### config.mk
export PLATFORM = sky130hd
export DESIGN_NAME = uart_echo_engine
export DESIGN_NICKNAME = d
export VERILOG_FILES = /design/src/rtl/uart_echo_engine.sv
export SDC_FILE = /design/constraint.sdc
export NUM_CORES = 1
export LEC_CHECK = 0
export ABC_CLOCK_PERIOD_IN_PS = 5400
export BUFFER_PORTS_ARGS = -buffer_cell sky130_fd_sc_hd__buf_4
export CORE_ASPECT_RATIO = 0.9
export CORE_MARGIN = 2
export CORE_UTILIZATION = 38
export DETAILED_ROUTE_END_ITERATION = 6
export PLACE_DENSITY = 0.67
export SLEW_MARGIN = 20
export SYNTH_ARGS = -nofsm -noshare
export SYNTH_HDL_FRONTEND = slang
export SYNTH_SLANG_ARGS = --single-unit
### constraint.sdc
create_clock -name clk -period 5.4 [get_ports clk]
set_input_delay 1.35 -clock clk [delete_from_list [all_inputs] [get_ports clk]]
set_output_delay 1.35 -clock clk [all_outputs]
set_load 0.01 [all_outputs]
### src/rtl/uart_echo_engine.sv
// UART echo/transform engine: pops words from the RX FIFO, transforms them and
// pushes them to the TX FIFO, or emits a counting burst of BURST_LEN words.
module uart_echo_engine #(
    parameter int DBIT      = 8,
    parameter int OFFSET    = 1,
    parameter int BURST_LEN = 16,
    parameter int CW        = 16
) (
    input  logic            clk,
    input  logic            reset,
    input  logic [1:0]      mode,
    input  logic            auto_en,
    input  logic            btn_tick,
    input  logic            rx_empty,
    input  logic [DBIT-1:0] r_data,
    input  logic            tx_full,
    output logic            rd_uart,
    output logic            wr_uart,
    output logic [DBIT-1:0] w_data,
    output logic [DBIT-1:0] led,
    output logic [CW-1:0]   rx_count,
    output logic [CW-1:0]   tx_count,
    output logic            busy
);

    typedef enum logic [1:0] {ST_IDLE, ST_WRITE, ST_BURST} state_t;

    localparam logic [DBIT-1:0] W_OFFSET = DBIT'(OFFSET);
    localparam logic [DBIT-1:0] W_LAST   = DBIT'(BURST_LEN - 1);

    state_t          r_state;
    logic [1:0]      r_mode;
    logic [DBIT-1:0] r_hold;
    logic [DBIT-1:0] r_idx;
    logic            r_rd;
    logic            r_wr;
    logic [DBIT-1:0] r_wdata;
    logic [DBIT-1:0] r_led;
    logic [CW-1:0]   r_rx_cnt;
    logic [CW-1:0]   r_tx_cnt;
    logic            w_go;

    function automatic logic [DBIT-1:0] xform(input logic [1:0] m, input logic [DBIT-1:0] d);
        case (m)
            2'b01:   return d + W_OFFSET;
            2'b10:   return ~d;
            default: return d;
        endcase
    endfunction

    assign w_go = auto_en | btn_tick;

    always_ff @(posedge clk) begin
        if (!reset) begin
            r_state  <= ST_IDLE;
            r_mode   <= 2'b00;
            r_hold   <= '0;
            r_idx    <= '0;
            r_rd     <= 1'b0;
            r_wr     <= 1'b0;
            r_wdata  <= '0;
            r_led    <= '0;
            r_rx_cnt <= '0;
            r_tx_cnt <= '0;
        end else begin
            r_rd <= 1'b0;
            r_wr <= 1'b0;
            case (r_state)
                ST_IDLE: begin
                    // Burst is button-only; a go with an empty FIFO is simply dropped.
                    if (btn_tick && mode == 2'b11) begin
                        r_state <= ST_BURST;
                        r_idx   <= '0;
                        r_mode  <= mode;
                    end else if (w_go && !rx_empty && mode != 2'b11) begin
                        r_rd     <= 1'b1;
                        r_rx_cnt <= r_rx_cnt + 1'b1;
                        r_led    <= r_data;
                        r_hold   <= r_data;
                        r_mode   <= mode;
                        r_wdata  <= xform(mode, r_data);
                        r_state  <= ST_WRITE;
                    end
                end
                ST_WRITE: begin
                    // w_data already carries the result, so a stall leaves it stable.
                    if (!tx_full) begin
                        r_wr     <= 1'b1;
                        r_tx_cnt <= r_tx_cnt + 1'b1;
                        r_wdata  <= xform(r_mode, r_hold);
                        r_state  <= ST_IDLE;
                    end
                end
                ST_BURST: begin
                    if (!tx_full) begin
                        r_wr     <= 1'b1;
                        r_tx_cnt <= r_tx_cnt + 1'b1;
                        r_wdata  <= r_idx;
                        r_idx    <= r_idx + 1'b1;
                        if (r_idx == W_LAST)
                            r_state <= ST_IDLE;
                    end
                end
                default: r_state <= ST_IDLE;
            endcase
        end
    end

    assign rd_uart  = r_rd;
    assign wr_uart  = r_wr;
    assign w_data   = r_wdata;
    assign led      = r_led;
    assign rx_count = r_rx_cnt;
    assign tx_count = r_tx_cnt;
    assign busy     = (r_state != ST_IDLE);

endmodule

Word-level counts from Yosys, hierarchy flattened
Cells that the tools add are included.
- register bits after elaboration: 62
- bits of input ports: 16
- output and inout port bits: 51
- word-level logic and storage cells: 75
- multiplexer cells: 20
- $add $sub $neg: 5
- bitwise operators: 7
- reductions and logical operators: 18
- equality and inequality tests: 16
- operator list (operator ; count):
    8-bit two-way mux ; 6
    8-bit case mux with 2 select lines ; 3
    16-bit by 1-bit adder with 16-bit output, second input constant ; 2
    8-bit by 1-bit adder with 8-bit output, second input constant ; 3
    8-bit case mux with 3 select lines ; 1
    8-bit NOT ; 2
    2-bit two-way mux ; 7
    2-bit inequality test, second input constant ; 7
    2-bit == test, second input constant ; 4
    8-bit by 4-bit == test with 1-bit output, second input constant ; 1
    2-bit by 1-bit == test with 1-bit output, second input constant ; 3
    2-bit case mux with 3 select lines ; 1
    2-bit AND reduction ; 3
    3-bit AND reduction ; 2
    2-bit nonzero test ; 3
    5-bit AND reduction ; 1
    1-bit NOT ; 4
    4-bit AND reduction ; 1
    1-bit logical AND ; 3
    3-bit inequality test, second input constant ; 1
    3-bit nonzero test ; 1
    3-bit OR reduction ; 1
    2-bit logical NOT ; 1
    1-bit two-way mux ; 2
    3 further kinds ; 3

Depth between registers and ports, before layout
Gate-level depths: netlist of run 1.
- depth in word-level cells: 6
- depth in mapped cells: 10
- depth with buffers taken out: 7

Worst setup path before layout of run 1
Ideal clock, no wire load.
- path kind: input-to-reg
- start: in mode[0]
- end: reg r_rx_cnt[13], in the netlist rx_count[13]
- buffers on the path: 0
- slack: 2.514 ns
- data required time: 5.285 ns
- arrival: 2.771 ns
- cell stages on the path: 6
- library setup time: 0.115 ns
- cell sequence: ha_1 -> nand4b_1 -> or4b_4 -> nor3_1 -> xor2_1 -> and2_1
- cells in the longest elaborated chain, start to end: 4
- elaborated cells between the ends (all ways): 6
- classes of those cells: 2 x eq/ne; 1 x bitwise; 3 x reduce/logical
- ends and longest elaborated chain (what ; RTL line ; text):
    start: declaration ; 11 ; input logic [1:0] mode,
    2-bit == test ; 71 ; if (btn_tick && mode == 2'b11) begin
    1-bit logical AND ; 71 ;
    1-bit NOT (no source line) ; -- ;
    3-bit AND reduction (no source line) (*) ; -- ;
    end signal: assignment ; 77 ; r_rx_cnt <= r_rx_cnt + 1'b1;
    end: declaration ; 39 ; logic [CW-1:0] r_rx_cnt;
Every way passes the cells marked *; elsewhere a longest branch is shown, timed or not.
A chain may end at the register's enable or synchronous reset.

Worst setup path in the final report of run 1
- start: in mode[0]
- end: reg r_wdata[5], in the netlist w_data[5]
- cells in the longest elaborated chain, start to end: 5
- elaborated cells between the ends (all ways): 13
- classes of those cells: 6 x eq/ne; 4 x mux; 3 x reduce/logical
- ends and longest elaborated chain (what ; RTL line ; text):
    2-bit == test / 2-bit by 1-bit == test with 1-bit output (equally long branches) ; 44 ; case (m)
    8-bit case mux with 2 select lines ; 44 ;
    8-bit two-way mux ; 75 ; end else if (w_go && !rx_empty && mode != 2'b11) begin
    8-bit two-way mux ; 71 ;
    8-bit case mux with 3 select lines ; 68 ; case (r_state)
    end signal: assignment ; 81 ; r_wdata <= xform(mode, r_data);
    end signal: assignment ; 90 ; r_wdata <= xform(r_mode, r_hold);
    end signal: assignment ; 98 ; r_wdata <= r_idx;
    end: declaration ; 37 ; logic [DBIT-1:0] r_wdata;
Several ways; a longest one is shown, not always the timed one. The select of a mux whose other input is x is not followed.

==> impl_metrics.csv, run 1 <==
group,metric,value,unit
floorplanning,core-area,9001,um^2
timing,min_period,3.219,ns
pwr,pwr_density_cell,260.2,nW/um^2
timing,worst_clock_skew,0.01209,ns
setup_path,critPathMaxFanout,16,
clock_network,cts.htree.levels,3,
grt,grt_pass1_vias,2885,
floorplanning,floorplan.die_area,9933,um^2
setup_path,worst_setup_path_end_kind,"flip-flop",
timing,timing.final.crit_share,59.62,%
setup_path,class_of_the_most_critical_setup_path,"in2reg",
timing,relSlewSlack,35.59,%
grt,met2_layer_usage_reported_by_global_route,28.57,%
grt,grt_usage,17.46,%
synth,post_synth_instance_area,3477,um^2
floorplanning,floorplan.io_pins,67,
setup_path,worstPathCellList,"buf_4 > ha_1 > nor3_2 > o21a_1 > nand2_1 > o32ai_1",
setup_path,worst_ep_required_time,5.65,ns
synth,number_of_flops_mapped_to_enable_cells_by_yosys,0,
clock_network,largest_buffer_count_on_any_clock_path,2,
setup_path,timing.critical_path.arrival,3.47,ns
clock_network,cts-resized-gates,0,
floorplanning,initial_core_utilization,38.63,%
timing,hold-worst-slack,0.4801,ns
timing,unrepaired_setup_endpoints_after_global_routing,"false",
synth,postSynthAreaPerCell,8.279,um^2
placement,port_buffers,66,
clock_network,tritoncts_num_sinks,62,
pwr,ir_worst_vdd,150.7,uV
grt,grtUsageMet3,4.762,%
layout,layout-drive-gt1-share,18.33,%
layout,mostFrequentLayoutCells,"sky130_fd_sc_hd__buf_4, sky130_fd_sc_hd__dfxtp_1, sky130_fd_sc_hd__nand2_1",
grt,overflow,0,
setup_path,cp_slowest_cell,"sky130_fd_sc_hd__nor3_2",
synth,synthesis.nets,449,
layout,utilization,47.18,%
setup_path,critical_path.max_stage_delay,0.81,ns
synth,register_bit_count_reported_by_yosys,62,
synth,synth_sequential_area_ratio,35.70,%
placement,dp.final_hpwl,6218,um
timing,finalSetupViolations,0,
layout,fin_nets,504,
status,status,"completed",
synth,synthesis.instances,420,
flow_run,cap_viol_max_count,0,
timing,worst_pin_slew,0.9609,ns
timing,final_hold_viol_count,0,
hold_path,holdCritPathClass,"reg2reg",
clock_network,clk_root_buffer_cell,"sky130_fd_sc_hd__clkbuf_8",
clock_network,tritoncts,"yes",
grt,grt_first_pass_wirelength,13790,um
floorplanning,die-width,104.8,um
detailed_routing,drc,0,
layout,stdcell_area,4247,um^2
setup_path,critical_path.startpoint_type,"input pin",
synth,yosys.cell_types.count,53,
synth,ys_async_sr_fraction,0,%
grt,grt_max_degree,59,
layout,layout.cells.most_common,"sky130_fd_sc_hd__buf_4",
detailed_routing,first_pass_iters,4,
grt,global_route.usage.met1,22.57,%
clock_network,clk-insertion-delay-late,0.34,ns
grt,top_usage_layer,"met2",
layout,antennaDiodeCount,0,
placement,placed_area,4033,um^2
detailed_routing,detail_route.iter0.violations,169,
placement,finalWeightedCongestion,0.8737,
detailed_routing,finalWirelength,8573,um
synth,synth_ff_type,"sky130_fd_sc_hd__dfxtp_1",
floorplanning,fp.dieH,94.75,um
timing,slew_viol_final,0,
clock_network,setup_fix_buffers_added_after_clock_tree_synthesis,0,
detailed_routing,route.detailed.vias_per_inst,5.267,
layout,area_growth,22.13,%
timing,setup-tns-final,0,ns
detailed_routing,drt.antenna.violating_nets,0,
clock_network,cts_hold_buffers,0,
grt,antenna_violations_before_repair,0,
pwr,pleak,1.724,nW
clock_network,numCtsBuffers,9,
setup_path,critPathTopFamily,"simple AND/OR/NAND/NOR gates",
setup_path,critical_path.n_buffers_inverters,1,
clock_network,clk_pin_slew_worst_paths,0.07,ns
timing,maxClockFrequency,310.6,MHz
detailed_routing,wl_per_cell,14.24,um
floorplanning,rows,33,
synth,ys_warn_count,0,
detailed_routing,via_count,3171,
-- flip-flops by register name, indices dropped and copies added, names as in the netlist --
signal and cells:
rd_uart 1, w_data 8, r_state 2, tx_count 16, r_mode 2, r_idx 8
rx_count 16, led 8, wr_uart 1
-- worst paths after layout --
| path | from | end | slack [ns] | cells after the start |
|---|---|---|---|---|
| worst max-delay path | mode[0] | w_data[5] | 2.18 | 6 |
| worst min-delay path | w_data[4] | w_data[4] | 0.48 | 2 |
| worst max register to register | r_state[1] | w_data[5] | 2.79 | 7 |
| worst min register to register | w_data[4] | w_data[4] | 0.48 | 2 |
-- metrics by stage --
| step | setup WS [ns] | total power (W) | cells |
|---|---|---|---|
| global route | 1.923 | 0.001155 | 602 |
| detailed placement | 1.826 | 0.0006634 | 586 |
| CTS | 2.189 | 0.001112 | 602 |
| finish | 2.181 | 0.001105 | 602 |
| global placement | 1.912 | 0.0006597 | 586 |
| floorplan | 2.514 | 0.0006014 | 420 |
-- layout make-up --
class	count	area [um^2]
clock buffer	10	127.6
clock inverter	6	86.33
fill	877	4755
inverter	13	48.80
multi-input combinational	323	2095
sequential	62	1241
tap	122	152.6
timing repair buffer	66	495.5
-- where the power goes --
group	total [W]	switching, W	leakage (nW)	internal [W]
Clock	0.000450	0.000191	0.106	0.000259
Sequential	0.000487	0.0000157	0.502	0.000472
Combinational	0.000167	0.0000979	1.12	0.0000695
Total	0.00110	0.000305	1.72	0.000800
-- worst reg2reg max path, cell delays in order (launching register included) --
cell	delay (ns)
sky130_fd_sc_hd__dfxtp_1	0.33
sky130_fd_sc_hd__inv_1	0.10
sky130_fd_sc_hd__ha_1	0.28
sky130_fd_sc_hd__nand2b_1	0.16
sky130_fd_sc_hd__nor3_2	0.75
sky130_fd_sc_hd__o21a_1	0.39
sky130_fd_sc_hd__nand2_1	0.19
sky130_fd_sc_hd__o32ai_1	0.33
-- synth_stat cells (2+ instances only) --
library cell                n  area, um^2
sky130_fd_sc_hd__a31oi_1    3       18.77
sky130_fd_sc_hd__buf_2      4       20.02
sky130_fd_sc_hd__o21ai_0   13       65.06
sky130_fd_sc_hd__nand2b_1   6       37.54
sky130_fd_sc_hd__o22ai_1    5       31.28
sky130_fd_sc_hd__xor2_1    15       131.4
sky130_fd_sc_hd__and3_1    11       68.82
sky130_fd_sc_hd__inv_1     12       45.04
sky130_fd_sc_hd__a221o_1    2       20.02
sky130_fd_sc_hd__and4_1     5       43.79
sky130_fd_sc_hd__clkbuf_1  16       60.06
sky130_fd_sc_hd__nand3_1   21       105.1
sky130_fd_sc_hd__a41oi_1    4       35.03
sky130_fd_sc_hd__a21boi_1   2       15.01
sky130_fd_sc_hd__and2_1    31       193.9
sky130_fd_sc_hd__ha_1      13       162.7
sky130_fd_sc_hd__o311ai_0   3       26.28
sky130_fd_sc_hd__a21boi_0  13       97.59
sky130_fd_sc_hd__mux2i_1    4       40.04
sky130_fd_sc_hd__mux2_2     2       22.52
sky130_fd_sc_hd__o32ai_1    5       43.79
sky130_fd_sc_hd__o21a_1     3       22.52
sky130_fd_sc_hd__or3_1      4       25.02
sky130_fd_sc_hd__nor2b_1   13       81.33
sky130_fd_sc_hd__a21oi_1   16       80.08
sky130_fd_sc_hd__nor3_1     7       35.03
sky130_fd_sc_hd__nand2_1   53       198.9
sky130_fd_sc_hd__xnor2_1   18       157.7
sky130_fd_sc_hd__a221oi_1   4       35.03
sky130_fd_sc_hd__nand4_1   10       62.56
sky130_fd_sc_hd__nor2_1    18       67.56
sky130_fd_sc_hd__o211ai_1   2       15.01
sky130_fd_sc_hd__dfxtp_1   62        1241
-- cell families (layout without fill, tap and decap cells) --
family          count (synthesis)  in the layout  share of synthesized area (%)
compound gates                 84             84                          16.73
simple gates                  187            187                          28.72
buf+inv                        35             95                          4.066
mux                             6              6                          1.799
flops                          62             62                          35.70
fa+ha+maj                      13             13                          4.678
xor+xnor                       33             33                          8.312
-- routing by layer --
layer | wire length, um | share of wire [%] | vias to the layer above
met3 | 514 | 6.0 | 10
li1 | - | - | 1592
met1 | 3987 | 47 | 1474
met4 | 114 | 1.3 | 0
met5 | 0 | 0 | -
met2 | 3957 | 46 | 95
(Power assumes the default switching activity.)
==> run 2, diff against run 1 <==
--- a/config.mk
+++ b/config.mk
@@ -5,7 +5,7 @@
 export SDC_FILE = /design/constraint.sdc
 export NUM_CORES = 1
 export LEC_CHECK = 0
-export ABC_CLOCK_PERIOD_IN_PS = 5400
+export ABC_CLOCK_PERIOD_IN_PS = 3000
 export BUFFER_PORTS_ARGS = -buffer_cell sky130_fd_sc_hd__buf_4
 export CORE_ASPECT_RATIO = 0.9
 export CORE_MARGIN = 2
==> constraint.sdc (replaced) <==
create_clock -name clk -period 3 [get_ports clk]
set_input_delay 0.75 -clock clk [delete_from_list [all_inputs] [get_ports clk]]
set_output_delay 0.75 -clock clk [all_outputs]
set_load 0.01 [all_outputs]
==> run 2 against run 1 <==
  * Combinational power up 83%
  * Design area is 0.24% higher
  * Clock skew down 0.0031 ns
==> impl_metrics.csv, run 2 (same netlist as run 1, synthesis figures left out) <==
group,metric,value,unit
status,status,"completed",
timing,slew_viol_final,0,
pwr,pwr_density_cell,458.2,nW/um^2
timing,relSlewSlack,60.41,%
setup_path,class_of_the_most_critical_setup_path,"in2reg",
clock_network,numCtsBuffers,9,
floorplanning,rows,33,
setup_path,setup.worst_path.start,"mode[0]",
grt,grt_max_degree,59,
detailed_routing,drc,0,
timing,min_period,2.211,ns
timing,worst_clock_skew,0.008974,ns
grt,overflow,0,
setup_path,critPathMaxFanout,6,
setup_path,worst_ep_required_time,3.24,ns
timing,worst_pin_slew,0.5889,ns
layout,area_growth,22.42,%
detailed_routing,finalWirelength,8622,um
setup_path,cp_slowest_cell,"sky130_fd_sc_hd__or4b_4",
grt,grt_usage,17.65,%
floorplanning,floorplan.die_area,9933,um^2
hold_path,min-delay-start,"w_data[4]",
layout,layout-drive-gt1-share,18.88,%
placement,port_buffers,66,
clock_network,setup_fix_buffers_added_after_clock_tree_synthesis,0,
clock_network,tritoncts,"yes",
clock_network,clk_pin_slew_worst_paths,0.08,ns
setup_path,rrSetupSlack,0.80,ns
layout,fin_nets,506,
timing,finalSetupViolations,0,
hold_path,worst_hold_path.endpoint,"w_data[4]",
hold_path,cells_on_worst_hold_path,2,
timing,maxClockFrequency,452.3,MHz
timing,unrepaired_setup_endpoints_after_global_routing,"false",
flow_run,cap_viol_max_count,0,
clock_network,cts-resized-gates,0,
floorplanning,fp.dieH,94.75,um
timing,timing.final.crit_share,73.69,%
placement,finalWeightedCongestion,0.9392,
timing,final_hold_viol_count,0,
floorplanning,floorplan.io_pins,67,
detailed_routing,via_count,3205,
layout,fill_cells,895,
grt,grt_pass1_vias,2805,
setup_path,critical_path.max_stage_delay,0.55,ns
grt,grt_first_pass_wirelength,13990,um
layout,layout.cells.most_common,"sky130_fd_sc_hd__buf_4",
setup_path,crit-reg2reg-capture,"tx_count[10]",
clock_network,largest_buffer_count_on_any_clock_path,2,
placement,dp.final_hpwl,6184,um
pwr,fin_total_pwr,0.001950,W
floorplanning,die-width,104.8,um
detailed_routing,detail_route.iter0.violations,178,
floorplanning,initial_core_utilization,38.63,%
setup_path,worstPathCellList,"buf_4 > ha_1 > nand4b_1 > or4b_4 > nor3_1 > xor2_1 > and2_1",
setup_path,timing.rr.start,"r_state[0]",
clock_network,tritoncts_num_sinks,62,
grt,antenna_violations_before_repair,0,
detailed_routing,drt.antenna.violating_nets,0,
pwr,ir_worst_vdd,211.6,uV
setup_path,timing.critical_path.arrival,2.45,ns
timing,setup-tns-final,0,ns
pwr,pleak,1.727,nW
setup_path,worst_setup_path_end_kind,"flip-flop",
layout,antennaDiodeCount,0,
layout,mostFrequentLayoutCells,"sky130_fd_sc_hd__buf_4, sky130_fd_sc_hd__dfxtp_1, sky130_fd_sc_hd__nand2_1",
clock_network,cts.htree.levels,3,
clock_network,cts_hold_buffers,0,
detailed_routing,route.detailed.vias_per_inst,5.306,
clock_network,clk_root_buffer_cell,"sky130_fd_sc_hd__clkbuf_8",
setup_path,worst-r2r-cell-count,7,
detailed_routing,first_pass_iters,4,
detailed_routing,wl_per_cell,14.27,um
clock_network,clk-insertion-delay-late,0.35,ns
setup_path,critical_path.startpoint_type,"input pin",
floorplanning,core-area,9001,um^2
hold_path,holdCritPathClass,"reg2reg",
[run 2: cell types whose count changed in the layout (fill, tap and decap cells not counted)]
| cell | delta |
|---|---|
| sky130_fd_sc_hd__buf_4 | +2 |
| sky130_fd_sc_hd__bufinv_16 | -1 |
| sky130_fd_sc_hd__clkbuf_1 | -1 |
| sky130_fd_sc_hd__clkbuf_8 | +1 |
| sky130_fd_sc_hd__clkinv_2 | -2 |
| sky130_fd_sc_hd__clkinv_4 | +2 |
| sky130_fd_sc_hd__clkinvlp_4 | +1 |
[run 2: how the worst max path moves through the flow]
stage          cells past startpoint           end  slack, ns
2_1_floorplan                      6  rx_count[13]       0.71
6_report                           7  rx_count[13]       0.79
3_5_place_dp                       7  rx_count[13]       0.42
5_1_grt                            7  tx_count[10]       0.53
4_1_cts                            7  rx_count[13]       0.80
3_3_place_gp                       7  rx_count[15]       0.48
[run 2: per-layer routing]
metal  global-route usage (%)  vias to the layer above  part of all wire [%]
met5                        0                        -                     0
met4                    4.889                        0                   1.5
met3                    5.590                       13                   5.9
met2                    27.60                       97                    45
met1                    23.54                     1496                    48
li1                         -                     1599                     -
[run 2: power by group]
group	leakage, nW	internal, W	switching (W)
Combinational	1.13	0.000128	0.000177
Clock	0.0987	0.000410	0.000358
Sequential	0.502	0.000849	0.0000283
Total	1.73	0.00139	0.000563
[run 2: area by class of cell]
class | count | area [um^2] | area share, %
Inverter | 13 | 48.80 | 1.146
Clock inverter | 6 | 71.32 | 1.675
Clock buffer | 10 | 137.6 | 3.233
Timing Repair Buffer | 68 | 510.5 | 11.99
Multi-Input combinational cell | 323 | 2095 | 49.21
Tap cell | 122 | 152.6 | 3.586
Sequential cell | 62 | 1241 | 29.16
[run 2: per-stage QoR]
step / area (um^2) / hold slack [ns] / cells / utilization, % / setup slack, ns
floorplan: 3477 / 0.4876 / 420 / - / 0.7141
global placement: 4048 / 0.4652 / 588 / 44.97 / 0.4785
detailed placement: 4048 / 0.4711 / 588 / 44.97 / 0.4163
CTS: 4257 / 0.4847 / 604 / 47.29 / 0.8006
global route: 4257 / 0.5010 / 604 / 47.29 / 0.5284
finish: 4257 / 0.4848 / 604 / 47.29 / 0.7892
[run 2: critical path, delay by kind of cell]
family,cells,cell delay (ns)
adder cells (fa/ha/maj),1,0.28
buffers and inverters,1,0.12
AND/OR/NAND/NOR,4,1.21
XOR/XNOR,1,0.09
==> run 3, diff against run 2 <==
--- a/config.mk
+++ b/config.mk
@@ -5,13 +5,13 @@
 export SDC_FILE = /design/constraint.sdc
 export NUM_CORES = 1
 export LEC_CHECK = 0
-export ABC_CLOCK_PERIOD_IN_PS = 3000
+export ABC_CLOCK_PERIOD_IN_PS = 1900
 export BUFFER_PORTS_ARGS = -buffer_cell sky130_fd_sc_hd__buf_4
 export CORE_ASPECT_RATIO = 0.9
 export CORE_MARGIN = 2
 export CORE_UTILIZATION = 38
 export DETAILED_ROUTE_END_ITERATION = 6
-export PLACE_DENSITY = 0.67
+export PLACE_DENSITY = 0.7
 export SLEW_MARGIN = 20
 export SYNTH_ARGS = -nofsm -noshare
 export SYNTH_HDL_FRONTEND = slang
==> constraint.sdc (replaced) <==
create_clock -name clk -period 1.9 [get_ports clk]
set_input_delay 0.475 -clock clk [delete_from_list [all_inputs] [get_ports clk]]
set_output_delay 0.475 -clock clk [all_outputs]
set_load 0.01 [all_outputs]
==> run 3 against run 2 <==
  * Critical endpoint is now w_data[4]
  * Via count rose by 6.9%
  * Critical path type is now reg2reg
  * Combinational power rose by 99%
  * Largest power group unchanged
  * Total power increased by 68%
==> impl_metrics.csv, run 3 (same netlist as run 1, synthesis figures left out) <==
group,metric,value,unit
timing,slew_viol_final,0,
timing,finalSetupViolations,0,
detailed_routing,detail_route.iter0.violations,179,
grt,antenna_violations_before_repair,0,
grt,grt_pass1_vias,3352,
layout,multiInputGateArea,2190,um^2
clock_network,setup_fix_buffers_added_after_clock_tree_synthesis,0,
flow_run,cap_viol_max_count,0,
floorplanning,initial_core_utilization,38.63,%
detailed_routing,wl_per_cell,14.45,um
timing,unrepaired_setup_endpoints_after_global_routing,"true",
clock_network,cts_hold_buffers,0,
setup_path,critPathMaxFanout,9,
timing,min_period,1.856,ns
hold_path,min-delay-start,"r_data[6]",
clock_network,largest_buffer_count_on_any_clock_path,2,
layout,fill_cells,872,
setup_path,worst-r2r-cell-count,8,
floorplanning,core-area,9001,um^2
setup_path,timing.critical_path.arrival,2.09,ns
layout,layout-drive-gt1-share,29.20,%
layout,stdcell_area,4688,um^2
layout,area_growth,34.83,%
timing,relSlewSlack,71.16,%
setup_path,crit-reg2reg-capture,"w_data[4]",
hold_path,worst_hold_path.endpoint,"led[6]",
grt,overflow,0,
setup_path,timing.rr.start,"r_state[1]",
floorplanning,fp.dieH,94.75,um
clock_network,clk-insertion-delay-late,0.35,ns
hold_path,holdCritPathClass,"in2reg",
placement,port_buffers,66,
layout,antennaDiodeCount,0,
pwr,pleak,1.981,nW
placement,dp.final_hpwl,6989,um
grt,grt_usage,19.68,%
timing,timing.final.crit_share,97.67,%
setup_path,worst_setup_path_end_kind,"flip-flop",
detailed_routing,drt.antenna.violating_nets,0,
timing,worst_pin_slew,0.4217,ns
grt,grt_max_degree,24,
clock_network,numCtsBuffers,9,
layout,mostFrequentLayoutCells,"sky130_fd_sc_hd__buf_4, sky130_fd_sc_hd__dfxtp_1, sky130_fd_sc_hd__nand2_1",
floorplanning,floorplan.die_area,9933,um^2
setup_path,class_of_the_most_critical_setup_path,"reg2reg",
detailed_routing,first_pass_iters,5,
setup_path,rrSetupSlack,0.04,ns
hold_path,cells_on_worst_hold_path,3,
placement,finalWeightedCongestion,0.9143,
timing,hold-worst-slack,0.4148,ns
layout,fin_nets,548,
layout,seqCellArea,1244,um^2
clock_network,tritoncts_num_sinks,62,
status,status,"completed",
clock_network,cts.htree.levels,3,
detailed_routing,drc,0,
layout,layout.cells.most_common,"sky130_fd_sc_hd__buf_4",
pwr,ir_worst_vdd,389.6,uV
setup_path,worst_ep_required_time,2.13,ns
clock_network,clk_root_buffer_cell,"sky130_fd_sc_hd__clkbuf_8",
timing,maxClockFrequency,538.9,MHz
clock_network,tritoncts,"yes",
timing,setup-tns-final,0,ns
detailed_routing,via_count,3427,
floorplanning,rows,33,
floorplanning,floorplan.io_pins,67,
setup_path,critical_path.startpoint_type,"flip-flop",
pwr,fin_total_pwr,0.003268,W
clock_network,clk_pin_slew_worst_paths,0.07,ns
pwr,pwr_density_cell,697.1,nW/um^2
detailed_routing,finalWirelength,9337,um
timing,final_hold_viol_count,0,
floorplanning,die-width,104.8,um
timing,worst_clock_skew,0.007452,ns
detailed_routing,route.detailed.vias_per_inst,5.305,
placement,placed_area,4405,um^2
grt,grt_first_pass_wirelength,15700,um
run 3: cell type report:
type	instances	share of cell area (%)
tap	122	3.256
inverter	13	1.068
clock inverter	6	1.841
multi-input combinational	323	46.70
sequential	62	26.53
timing repair buffer	110	17.88
clock buffer	10	2.722
run 3: repair_timing:
action	4_1_cts	5_1_grt
setup endpoints to repair	12	19
gates resized for setup	4	15
cloned	0	0
pin swaps	0	0
run 3: how the worst max path moves through the flow:
stage | startpoint | endpoint | slack, ns | depth (start not counted)
after floorplan | mode[0] | rx_count[13] | -0.001 | 6
after global placement | mode[1] | rx_count[13] | -0.16 | 7
after detailed placement | mode[1] | rx_count[13] | -0.23 | 7
after CTS | r_mode[0] | w_data[0] | 0.02 | 8
after global routing | r_state[1] | tx_count[9] | -0.06 | 7
final | r_state[1] | w_data[4] | 0.04 | 8
run 3: power by group:
part	switching, W	internal, W
Clock	0.000545	0.000736
Sequential	0.0000399	0.00134
Combinational	0.000321	0.000286
run 3: through the flow:
step	setup WS [ns]	util, %	cells
6_report	0.04420	52.09	646
5_1_grt	-0.06287	52.09	646
2_1_floorplan	-0.001322	-	420
3_3_place_gp	-0.1640	48.94	630
4_1_cts	0.02318	51.47	646
3_5_place_dp	-0.2255	48.94	630
run 3: routing by layer:
layer,part of all wire (%),track usage (%)
met3,6.3,4.486
met1,43,24.41
met2,49,33.01
met5,0,0
met4,2.1,8.556
run 3: critical path, cell delays in order, from the launching register on:
cell,delay [ns]
sky130_fd_sc_hd__dfxtp_1,0.33
sky130_fd_sc_hd__inv_1,0.06
sky130_fd_sc_hd__ha_1,0.28
sky130_fd_sc_hd__buf_4,0.18
sky130_fd_sc_hd__clkinv_2,0.12
sky130_fd_sc_hd__buf_4,0.16
sky130_fd_sc_hd__a221o_1,0.29
sky130_fd_sc_hd__o32ai_1,0.19
sky130_fd_sc_hd__o22ai_1,0.13
